--- src/rtl/mult_rr_scheduler_if.sv ---
// mult_rr_scheduler_if: request/response bundle between requesters, consumer and the multiplier scheduler
//   req_valid/req_ready : per-requester handshake, req_ready is a one-hot or zero grant
//   req_x/req_y         : packed 4-bit operands, requester i uses [4i+3:4i]
//   rsp_valid/rsp_ready : tagged product handshake
//   rsp_o/rsp_id        : 8-bit product and issuing requester index
//   ops_done            : count of completed response handshakes
interface mult_rr_scheduler_if #(
    parameter int N_REQ = 4,
    parameter int IDW   = 2
);
    logic [N_REQ-1:0]   req_valid;
    logic [N_REQ-1:0]   req_ready;
    logic [4*N_REQ-1:0] req_x;
    logic [4*N_REQ-1:0] req_y;
    logic               rsp_valid;
    logic               rsp_ready;
    logic [7:0]         rsp_o;
    logic [IDW-1:0]     rsp_id;
    logic [15:0]        ops_done;

    modport master (
        output req_valid, req_x, req_y, rsp_ready,
        input  req_ready, rsp_valid, rsp_o, rsp_id, ops_done
    );

    modport slave (
        input  req_valid, req_x, req_y, rsp_ready,
        output req_ready, rsp_valid, rsp_o, rsp_id, ops_done
    );
endinterface

--- src/rtl/mult_rr_scheduler.sv ---
// mult_rr_scheduler: round-robin sharing of one 4x4 multiplier with a two-stage tagged result pipeline
//   clk : single clock, rising edge
//   rst : synchronous active-high reset
//   bus : slave side of mult_rr_scheduler_if (requests in, tagged products out, ops_done counter)
module main (
    input  logic [3:0] x,
    input  logic [3:0] y,
    output logic [7:0] o
);
    assign o = {4'b0, x} * {4'b0, y};
endmodule

module mult_rr_scheduler #(
    parameter int N_REQ = 4,
    parameter int IDW   = 2
) (
    input  logic               clk,
    input  logic               rst,
    mult_rr_scheduler_if.slave bus
);
    logic [IDW-1:0] ptr_q, ptr_d;
    logic           s1_valid_q, s1_valid_d;
    logic [3:0]     s1_x_q, s1_x_d;
    logic [3:0]     s1_y_q, s1_y_d;
    logic [IDW-1:0] s1_id_q, s1_id_d;
    logic           rsp_valid_q, rsp_valid_d;
    logic [7:0]     rsp_o_q, rsp_o_d;
    logic [IDW-1:0] rsp_id_q, rsp_id_d;
    logic [15:0]    ops_done_q, ops_done_d;

    logic           found;
    logic [IDW-1:0] gnt_idx;
    logic [3:0]     sel_x, sel_y;
    int             j;
    logic           s2_load, s1_adv, can_grant, xfer;
    logic [7:0]     prod;

    main u_mul (.x(s1_x_q), .y(s1_y_q), .o(prod));

    // First valid requester at or above ptr, wrapping past N_REQ-1
    always_comb begin
        found   = 1'b0;
        gnt_idx = '0;
        sel_x   = '0;
        sel_y   = '0;
        j       = 0;
        for (int k = 0; k < N_REQ; k++) begin
            j = int'(ptr_q) + k;
            if (j >= N_REQ) j = j - N_REQ;
            if (!found && bus.req_valid[j]) begin
                found   = 1'b1;
                gnt_idx = IDW'(j);
                sel_x   = bus.req_x[4*j +: 4];
                sel_y   = bus.req_y[4*j +: 4];
            end
        end
    end

    assign s2_load   = !rsp_valid_q || bus.rsp_ready;
    assign s1_adv    = s1_valid_q && s2_load;
    // S1 may only accept when it is empty or emptying this cycle
    assign can_grant = !rst && (!s1_valid_q || s1_adv);
    assign xfer      = can_grant && found;

    assign bus.req_ready = xfer ? N_REQ'(1) << gnt_idx : '0;
    assign bus.rsp_valid = rsp_valid_q;
    assign bus.rsp_o     = rsp_o_q;
    assign bus.rsp_id    = rsp_id_q;
    assign bus.ops_done  = ops_done_q;

    always_comb begin
        ptr_d       = xfer ? ((gnt_idx == IDW'(N_REQ - 1)) ? '0 : gnt_idx + IDW'(1)) : ptr_q;
        s1_valid_d  = xfer ? 1'b1 : (s1_adv ? 1'b0 : s1_valid_q);
        s1_x_d      = xfer ? sel_x : s1_x_q;
        s1_y_d      = xfer ? sel_y : s1_y_q;
        s1_id_d     = xfer ? gnt_idx : s1_id_q;
        rsp_valid_d = s2_load ? s1_valid_q : rsp_valid_q;
        // Data only moves on a real advance so it stays put under backpressure
        rsp_o_d     = s1_adv ? prod : rsp_o_q;
        rsp_id_d    = s1_adv ? s1_id_q : rsp_id_q;
        ops_done_d  = ops_done_q + 16'(rsp_valid_q && bus.rsp_ready);
    end

    always_ff @(posedge clk) begin
        if (rst) begin
            ptr_q       <= '0;
            s1_valid_q  <= 1'b0;
            s1_x_q      <= '0;
            s1_y_q      <= '0;
            s1_id_q     <= '0;
            rsp_valid_q <= 1'b0;
            rsp_o_q     <= '0;
            rsp_id_q    <= '0;
            ops_done_q  <= '0;
        end else begin
            ptr_q       <= ptr_d;
            s1_valid_q  <= s1_valid_d;
            s1_x_q      <= s1_x_d;
            s1_y_q      <= s1_y_d;
            s1_id_q     <= s1_id_d;
            rsp_valid_q <= rsp_valid_d;
            rsp_o_q     <= rsp_o_d;
            rsp_id_q    <= rsp_id_d;
            ops_done_q  <= ops_done_d;
        end
    end
endmodule
--- src/flat_wrapper.sv ---
// flat-port wrapper written by rule: the top's interface ports become plain ports
module mult_rr_scheduler_flat 
#(
    parameter int N_REQ = 4,
    parameter int IDW   = 2
)
  (clk, rst, bus_req_valid, bus_req_x, bus_req_y, bus_rsp_ready, bus_req_ready, bus_rsp_valid, bus_rsp_o, bus_rsp_id, bus_ops_done);
  mult_rr_scheduler_if #(.N_REQ(N_REQ), .IDW(IDW)) bus_i ();
  input  logic clk;
  input  logic rst;
  input wire logic [$bits(bus_i.req_valid)-1:0] bus_req_valid;
  input wire logic [$bits(bus_i.req_x)-1:0] bus_req_x;
  input wire logic [$bits(bus_i.req_y)-1:0] bus_req_y;
  input wire logic [$bits(bus_i.rsp_ready)-1:0] bus_rsp_ready;
  output wire logic [$bits(bus_i.req_ready)-1:0] bus_req_ready;
  output wire logic [$bits(bus_i.rsp_valid)-1:0] bus_rsp_valid;
  output wire logic [$bits(bus_i.rsp_o)-1:0] bus_rsp_o;
  output wire logic [$bits(bus_i.rsp_id)-1:0] bus_rsp_id;
  output wire logic [$bits(bus_i.ops_done)-1:0] bus_ops_done;
  assign bus_i.req_valid = bus_req_valid;
  assign bus_i.req_x = bus_req_x;
  assign bus_i.req_y = bus_req_y;
  assign bus_i.rsp_ready = bus_rsp_ready;
  assign bus_req_ready = bus_i.req_ready;
  assign bus_rsp_valid = bus_i.rsp_valid;
  assign bus_rsp_o = bus_i.rsp_o;
  assign bus_rsp_id = bus_i.rsp_id;
  assign bus_ops_done = bus_i.ops_done;
  mult_rr_scheduler #(.N_REQ(N_REQ), .IDW(IDW)) u_core (.clk(clk), .rst(rst), .bus(bus_i));
endmodule
--- config.mk ---
export PLATFORM = sky130hd
export DESIGN_NAME = mult_rr_scheduler_flat
export DESIGN_NICKNAME = d
export VERILOG_FILES = /design/src/rtl/mult_rr_scheduler_if.sv /design/src/rtl/mult_rr_scheduler.sv /design/src/flat_wrapper.sv
export SDC_FILE = /design/constraint.sdc
export NUM_CORES = 1
export LEC_CHECK = 0
export CAP_MARGIN = 0
export CORE_MARGIN = 3
export CORE_UTILIZATION = 48
export DETAILED_ROUTE_END_ITERATION = 6
export GPL_TIMING_DRIVEN = 0
export PLACE_DENSITY = 0.78
export SYNTH_ARGS = -nofsm -noshare
export SYNTH_HDL_FRONTEND = slang
export SYNTH_HIERARCHICAL = 1
export SYNTH_SLANG_ARGS = --single-unit
--- constraint.sdc ---
create_clock -name clk -period 3.4 [get_ports clk]
set_input_delay 0.68 -clock clk [delete_from_list [all_inputs] [get_ports clk]]
set_output_delay 0.68 -clock clk [all_outputs]
set_load 0.01 [all_outputs]
==> flow_summary.json, run 1 <==
{
  "status": "completed",
  "synth_flop_cell": "dfxtp_1",
  "fmax_mhz": 304,
  "synth-compound-area-share_pct": 14.8,
  "p_leak_nw": 1.88,
  "syn_to_final_growth_pct": 34.1,
  "critPathRequiredTime_ps": 2720,
  "skew_ps": 7.67,
  "port_buffers": 67,
  "hpwl_mm": 6.74,
  "synth_warnings": 6,
  "worst_slack_ps": 108,
  "slowest_delay_ps": 540,
  "peakVddDrop_mv": 0.557,
  "dp.cells": 532,
  "final_antenna_net_count": 0,
  "critPathLaunchType": "register",
  "insertion_delay_ps": 300,
  "htreeDepth": 2,
  "setup_viol_count_final": 0,
  "cp.arrival_ps": 2610,
  "whs_ps": 492,
  "synth_fa_ha_area_share_pct": 8.47,
  "synth_top_family_by_area": "multiplexers",
  "synthSimpleGateAreaFrac_pct": 22.3,
  "syn_area_per_cell_um2": 9.37,
  "viasPerCell": 5.94,
  "drt-wirelength-per-cell_um": 16.8,
  "dieArea_um2": 8260,
  "netlist.area_leader.share_pct": 23.2,
  "dp_slack_ps": -979,
  "grt_antenna_before_repair": 0,
  "min_period_ps": 3290,
  "grt_usage_pct": 22.7,
  "clk_pin_slew_ps": 80,
  "die_w_um": 90.9,
  "dr_total_vias": 3322,
  "post-route-util_pct": 67.1,
  "dr.pass1.iters": 4,
  "fin_crit_sh_pct": 96.8,
  "syn_nets": 429,
  "postSynthCellCount": 369,
  "grt_pass1_vias": 3201,
  "final_nets": 522,
  "drt_wl_total_mm": 9.42,
  "critPathKind": "register to output pin",
  "start_util_pct": 50.1,
  "drv_slew": 0,
  "worst_pin_slew_ps": 704,
  "critical-path-top-delay-family": "buffers and inverters",
  "gr-total-overflow": 0,
  "multi_input_area_um2": 2590,
  "drive_above_1_share_pct": 20.1,
  "path_buf_inv": 4,
  "grt_first_pass_wirelength_mm": 15.4,
  "tns_ps": 0,
  "crit_path_max_fanout": 10,
  "final_cell_mix": "61 x clkdlybuf4s50_1, 38 x dfxtp_1, 36 x nand2_1, 28 x mux4_2, 28 x nor2_1",
  "cts_tree": "yes",
  "layout.area.seq_um2": 806,
  "layout_commonest_cell": "clkdlybuf4s50_1",
  "drv_cap": 0,
  "std_cell_rows": 30,
  "ys_seq_elements": 40,
  "min_path_type": "register to register",
  "ys_seq_area_share_pct": 23.2,
  "remaining_drc_errors": 0,
  "yosys-mux-area-fraction_pct": 24.4,
  "drt_iter0_markers": 175,
  "cp_cell_sequence": "buf_8 > inv_1 > ha_4 > mux4_2 > buf_4 > nor2_4 > o221a_4 > o21ai_1 > nor2_1 > buf_2",
  "cts_made_buffers": 5,
  "io_pins": 70,
  "finalHoldViolCount": 0,
  "async_flop_share_pct": 0,
  "yosys.area.top_type": "dfxtp_1",
  "fp.dieH_um": 90.9,
  "gp_congestion": 0.881,
  "synthXorXnorAreaFrac_pct": 3.04,
  "synth.distinct_cells": 49,
  "cp_slowest_cell": "mux4_2",
  "synth_edf_count": 0,
  "netlist_top_cells_area": "dfxtp_1 23%, mux4_2 18%, ha_1 6.2%, mux2i_1 5.2%, nand2_1 4.0%",
  "clock_sinks": 40,
  "clockBufferDepth": 2,
  "n_fill_cell": 567,
  "antenna_cells": 0,
  "core_um2": 6910,
  "endpoint_kind": "output pin",
  "grt_start_max_net_pins": 15,
  "power_density_nw_per_um2": 679,
  "slew_headroom_pct": 53.0,
  "synth_area_um2": 3460,
  "stdcell_count": 559,
  "cts_root_buffer": "clkbuf_8"
}
state kept, by name, summed over array words and instances (netlist names):
name	flops
u_core/bus.ops_done	16
u_core/bus.rsp_o	8
u_core/s1_x_q	4
u_core/s1_y_q	4
u_core/bus.rsp_id	2
u_core/ptr_q	2
u_core/s1_id_q	2
u_core/bus.rsp_valid	1
u_core/s1_valid_q	1
metal layers:
metal	up-vias	track usage [%]	part of all wire [%]
li1	1569	-	-
met1	1597	27.8	41
met2	142	40.3	51
met3	14	3.33	6.2
met4	0	8.29	1.6
met5	-	0	0
Yosys cell counts, types with 7 or more instances:
cell       count
a21oi_1       16
and2_1        22
and3_1        11
and3b_1        8
buf_2          7
clkbuf_1      12
dfxtp_1       40
ha_1          17
inv_1          9
mux2i_1       18
mux4_2        28
nand2_1       37
nor2_1        28
o2111ai_1     13
o21ai_0       19
xor2_1         8
per-stage QoR:
step / power [mW] / instance area, um2
floorplan: 1.92 / 3470
global placement: 2.33 / 4260
detailed placement: 2.37 / 4260
CTS: 3.02 / 4570
global route: 3.33 / 4630
finish: 3.15 / 4630
layout make-up:
cell class,instances,area share [%]
multi-input cells,298,55.9
clock inverters,3,0.999
repair buffers,88,17.8
clock buffers,5,1.48
flip-flops and latches,40,17.4
plain buffers,20,3.10
well taps,96,2.59
inverters,9,0.729
cell families after synthesis:
group | after synthesis
compound gates | 75
xor+xnor | 12
fa+ha+maj | 21
buf+inv | 31
flops | 40
mux | 49
simple gates | 141
what timing repair did:
item	CTS	global route
setup buffers	14	7
pin swaps	6	4
resized for setup	48	9
hold buffers	0	0
endpoints found under the setup margin	7	4
gates cloned	0	0
worst paths after layout:
check / startpoint / to / slack, ps / cells after the start
setup / recovery: u_core/ptr_q[1] / bus_req_ready[2] / 110 / 10
hold reg to reg: u_core/s1_id_q[1] / u_core/s1_id_q[1] / 490 / 1
setup reg to reg: u_core/ptr_q[1] / u_core/s1_y_q[0] / 470 / 10
hold / removal: u_core/s1_id_q[1] / u_core/s1_id_q[1] / 490 / 1
worst reg2reg max path: stages, from the launching register on:
cell and delay, ps:
dfxtp_4 360, buf_8 140, inv_1 110, ha_4 310
mux4_2 540, buf_4 180, buf_4 150, nor4b_4 550
and3_1 250, a211oi_1 70, o21ai_0 180
report_power, final:
part           switching [mW]  internal, mW
Combinational            1.06          1.09
Sequential             0.0663         0.545
Clock                   0.170         0.221
Note: power is estimated with default switching activity, not from simulation.
==> run 2: changes to the inputs <==
--- a/config.mk
+++ b/config.mk
@@ -5,7 +5,7 @@
 export SDC_FILE = /design/constraint.sdc
 export NUM_CORES = 1
 export LEC_CHECK = 0
-export CAP_MARGIN = 0
+export CAP_MARGIN = 25
 export CORE_MARGIN = 3
 export CORE_UTILIZATION = 48
 export DETAILED_ROUTE_END_ITERATION = 6
==> results of run 2 <==
The final DEF is identical to that of run 1; final timing and power are the same.
==> run 3: changes to the inputs <==
--- a/config.mk
+++ b/config.mk
@@ -6,11 +6,13 @@
 export NUM_CORES = 1
 export LEC_CHECK = 0
 export CAP_MARGIN = 25
+export CELL_PAD_IN_SITES_DETAIL_PLACEMENT = 1
+export CELL_PAD_IN_SITES_GLOBAL_PLACEMENT = 1
 export CORE_MARGIN = 3
-export CORE_UTILIZATION = 48
+export CORE_UTILIZATION = 36
 export DETAILED_ROUTE_END_ITERATION = 6
 export GPL_TIMING_DRIVEN = 0
-export PLACE_DENSITY = 0.78
+export PLACE_DENSITY_LB_ADDON = 0.1
 export SYNTH_ARGS = -nofsm -noshare
 export SYNTH_HDL_FRONTEND = slang
 export SYNTH_HIERARCHICAL = 1
==> run 3 against run 2 <==
Effect of this change: non-clock buffer count increased by 4; routed wire length increased by 13%; cell count increased by 6.4%; largest cell class unchanged; critical path depth decreased by 1; die area increased by 31%.
==> flow_summary.json, run 3 (same netlist as run 1, synthesis figures left out) <==
{
  "cts_made_buffers": 5,
  "drt-wirelength-per-cell_um": 17.9,
  "drv_slew": 0,
  "drv_cap": 0,
  "port_buffers": 67,
  "dr_total_vias": 3314,
  "worst_pin_slew_ps": 711,
  "critPathKind": "register to output pin",
  "drt_iter0_markers": 66,
  "fmax_mhz": 298,
  "final_nets": 526,
  "peakVddDrop_mv": 0.417,
  "fin_area_um2": 4700,
  "critPathLaunchType": "register",
  "cp_slowest_cell": "mux4_2",
  "core_um2": 9280,
  "slowest_delay_ps": 600,
  "largest_reg_flops": 16,
  "viasPerCell": 5.57,
  "die_w_um": 104,
  "grt_antenna_before_repair": 0,
  "dr.pass1.iters": 4,
  "syn_to_final_growth_pct": 35.9,
  "start_util_pct": 37.2,
  "io_pins": 70,
  "min_path_type": "register to register",
  "remaining_drc_errors": 0,
  "finalHoldViolCount": 0,
  "crit_top_cell": "buf_6",
  "std_cell_rows": 35,
  "cp_cell_sequence": "clkbuf_16 > clkinvlp_4 > ha_4 > mux4_2 > buf_6 > o41ai_4 > buf_6 > nor3_2 > buf_2",
  "grt_start_max_net_pins": 12,
  "status": "completed",
  "min_period_ps": 3350,
  "grt_setup_unrepaired": "yes",
  "antenna_cells": 0,
  "cp.arrival_ps": 2670,
  "power_density_nw_per_um2": 670,
  "whs_ps": 493,
  "post-route-util_pct": 50.6,
  "gp_congestion": 0.800,
  "critPathRequiredTime_ps": 2720,
  "clockBufferDepth": 2,
  "hpwl_mm": 7.76,
  "skew_ps": 7.82,
  "dieArea_um2": 10800,
  "slew_headroom_pct": 52.6,
  "insertion_delay_ps": 290,
  "layout_commonest_cell": "clkdlybuf4s50_1",
  "final_antenna_net_count": 0,
  "grt_usage_pct": 19.8,
  "crit_path_max_fanout": 5,
  "fin_crit_sh_pct": 98.6,
  "cts_root_buffer": "clkbuf_8",
  "htreeDepth": 2,
  "fp.dieH_um": 104,
  "setup_viol_count_final": 0,
  "final_cell_mix": "61 x clkdlybuf4s50_1, 38 x dfxtp_1, 36 x nand2_1, 28 x mux4_2, 28 x nor2_1",
  "drt_wl_total_mm": 10.6,
  "grt_pass1_vias": 3427,
  "clk_pin_slew_ps": 70,
  "gr-total-overflow": 0,
  "drive_above_1_share_pct": 21.0,
  "p_leak_nw": 1.89,
  "clock_sinks": 40,
  "placed_area_um2": 4300,
  "cts_tree": "yes",
  "tns_ps": 0,
  "grt_first_pass_wirelength_mm": 17.7,
  "endpoint_kind": "output pin"
}
-- run 3: changes by cell type in the layout (fill, tap and decap cells not counted), sizes merged --
cell	change
inv	-2
clkbuf	+5
bufinv	-1
buf	+1
dlymetal6s2s	-2
dlygate4sd2	+2
-- run 3: layout make-up --
cell class | instances | area, um2
timing repair buffer | 91 | 832
fill | 1089 | 4590
inverter | 9 | 37.5
tap | 129 | 161
clock buffer | 7 | 96.3
sequential | 40 | 808
multi-input combinational | 298 | 2600
buffer | 21 | 161
-- run 3: path summary, 6_finish.rpt --
kind,startpoint,endpoint,slack [ps],cells after the start
max reg2reg,u_core/ptr_q[1],u_core/s1_y_q[0],380,10
min reg2reg,u_core/s1_id_q[1],u_core/s1_id_q[1],490,1
max,u_core/ptr_q[1],bus_req_ready[0],50,9
min,u_core/s1_id_q[1],u_core/s1_id_q[1],490,1
-- run 3: repair_timing --
item	4_1_cts	5_1_grt
hold buffers	0	0
resized for setup	46	11
endpoints found under the setup margin	14	4
pin swaps	4	4
buffers inserted	19	5
-- run 3: metal layers --
layer,part of all wire [%],track usage (%)
met1,43,24.2
met4,1.9,6.46
met5,0,0
met3,5.3,2.36
met2,50,36.2
-- run 3: through the flow --
stage | total power [mW] | worst slack, ps | instances
floorplan | 1.92 | 7.70 | 369
global placement | 2.39 | -1070 | 565
detailed placement | 2.44 | -1140 | 565
CTS | 3.09 | 7.19 | 591
global route | 3.38 | -66.2 | 595
finish | 3.15 | 47.7 | 595
-- run 3: critical path, delay by kind of cell (launching register included) --
family | cells | cell delay, ps
AOI/OAI and AO/OA | 1 | 330
adders and majority gates | 1 | 320
buffers and inverters | 5 | 710
DFF | 1 | 380
muxes | 1 | 600
and+or+nand+nor | 1 | 40
-- run 3: power breakdown --
group          leakage [nW]  internal (mW)  switching, mW
Combinational          1.51           1.10           1.09
Sequential            0.327          0.547         0.0736
Clock                0.0503          0.181          0.153
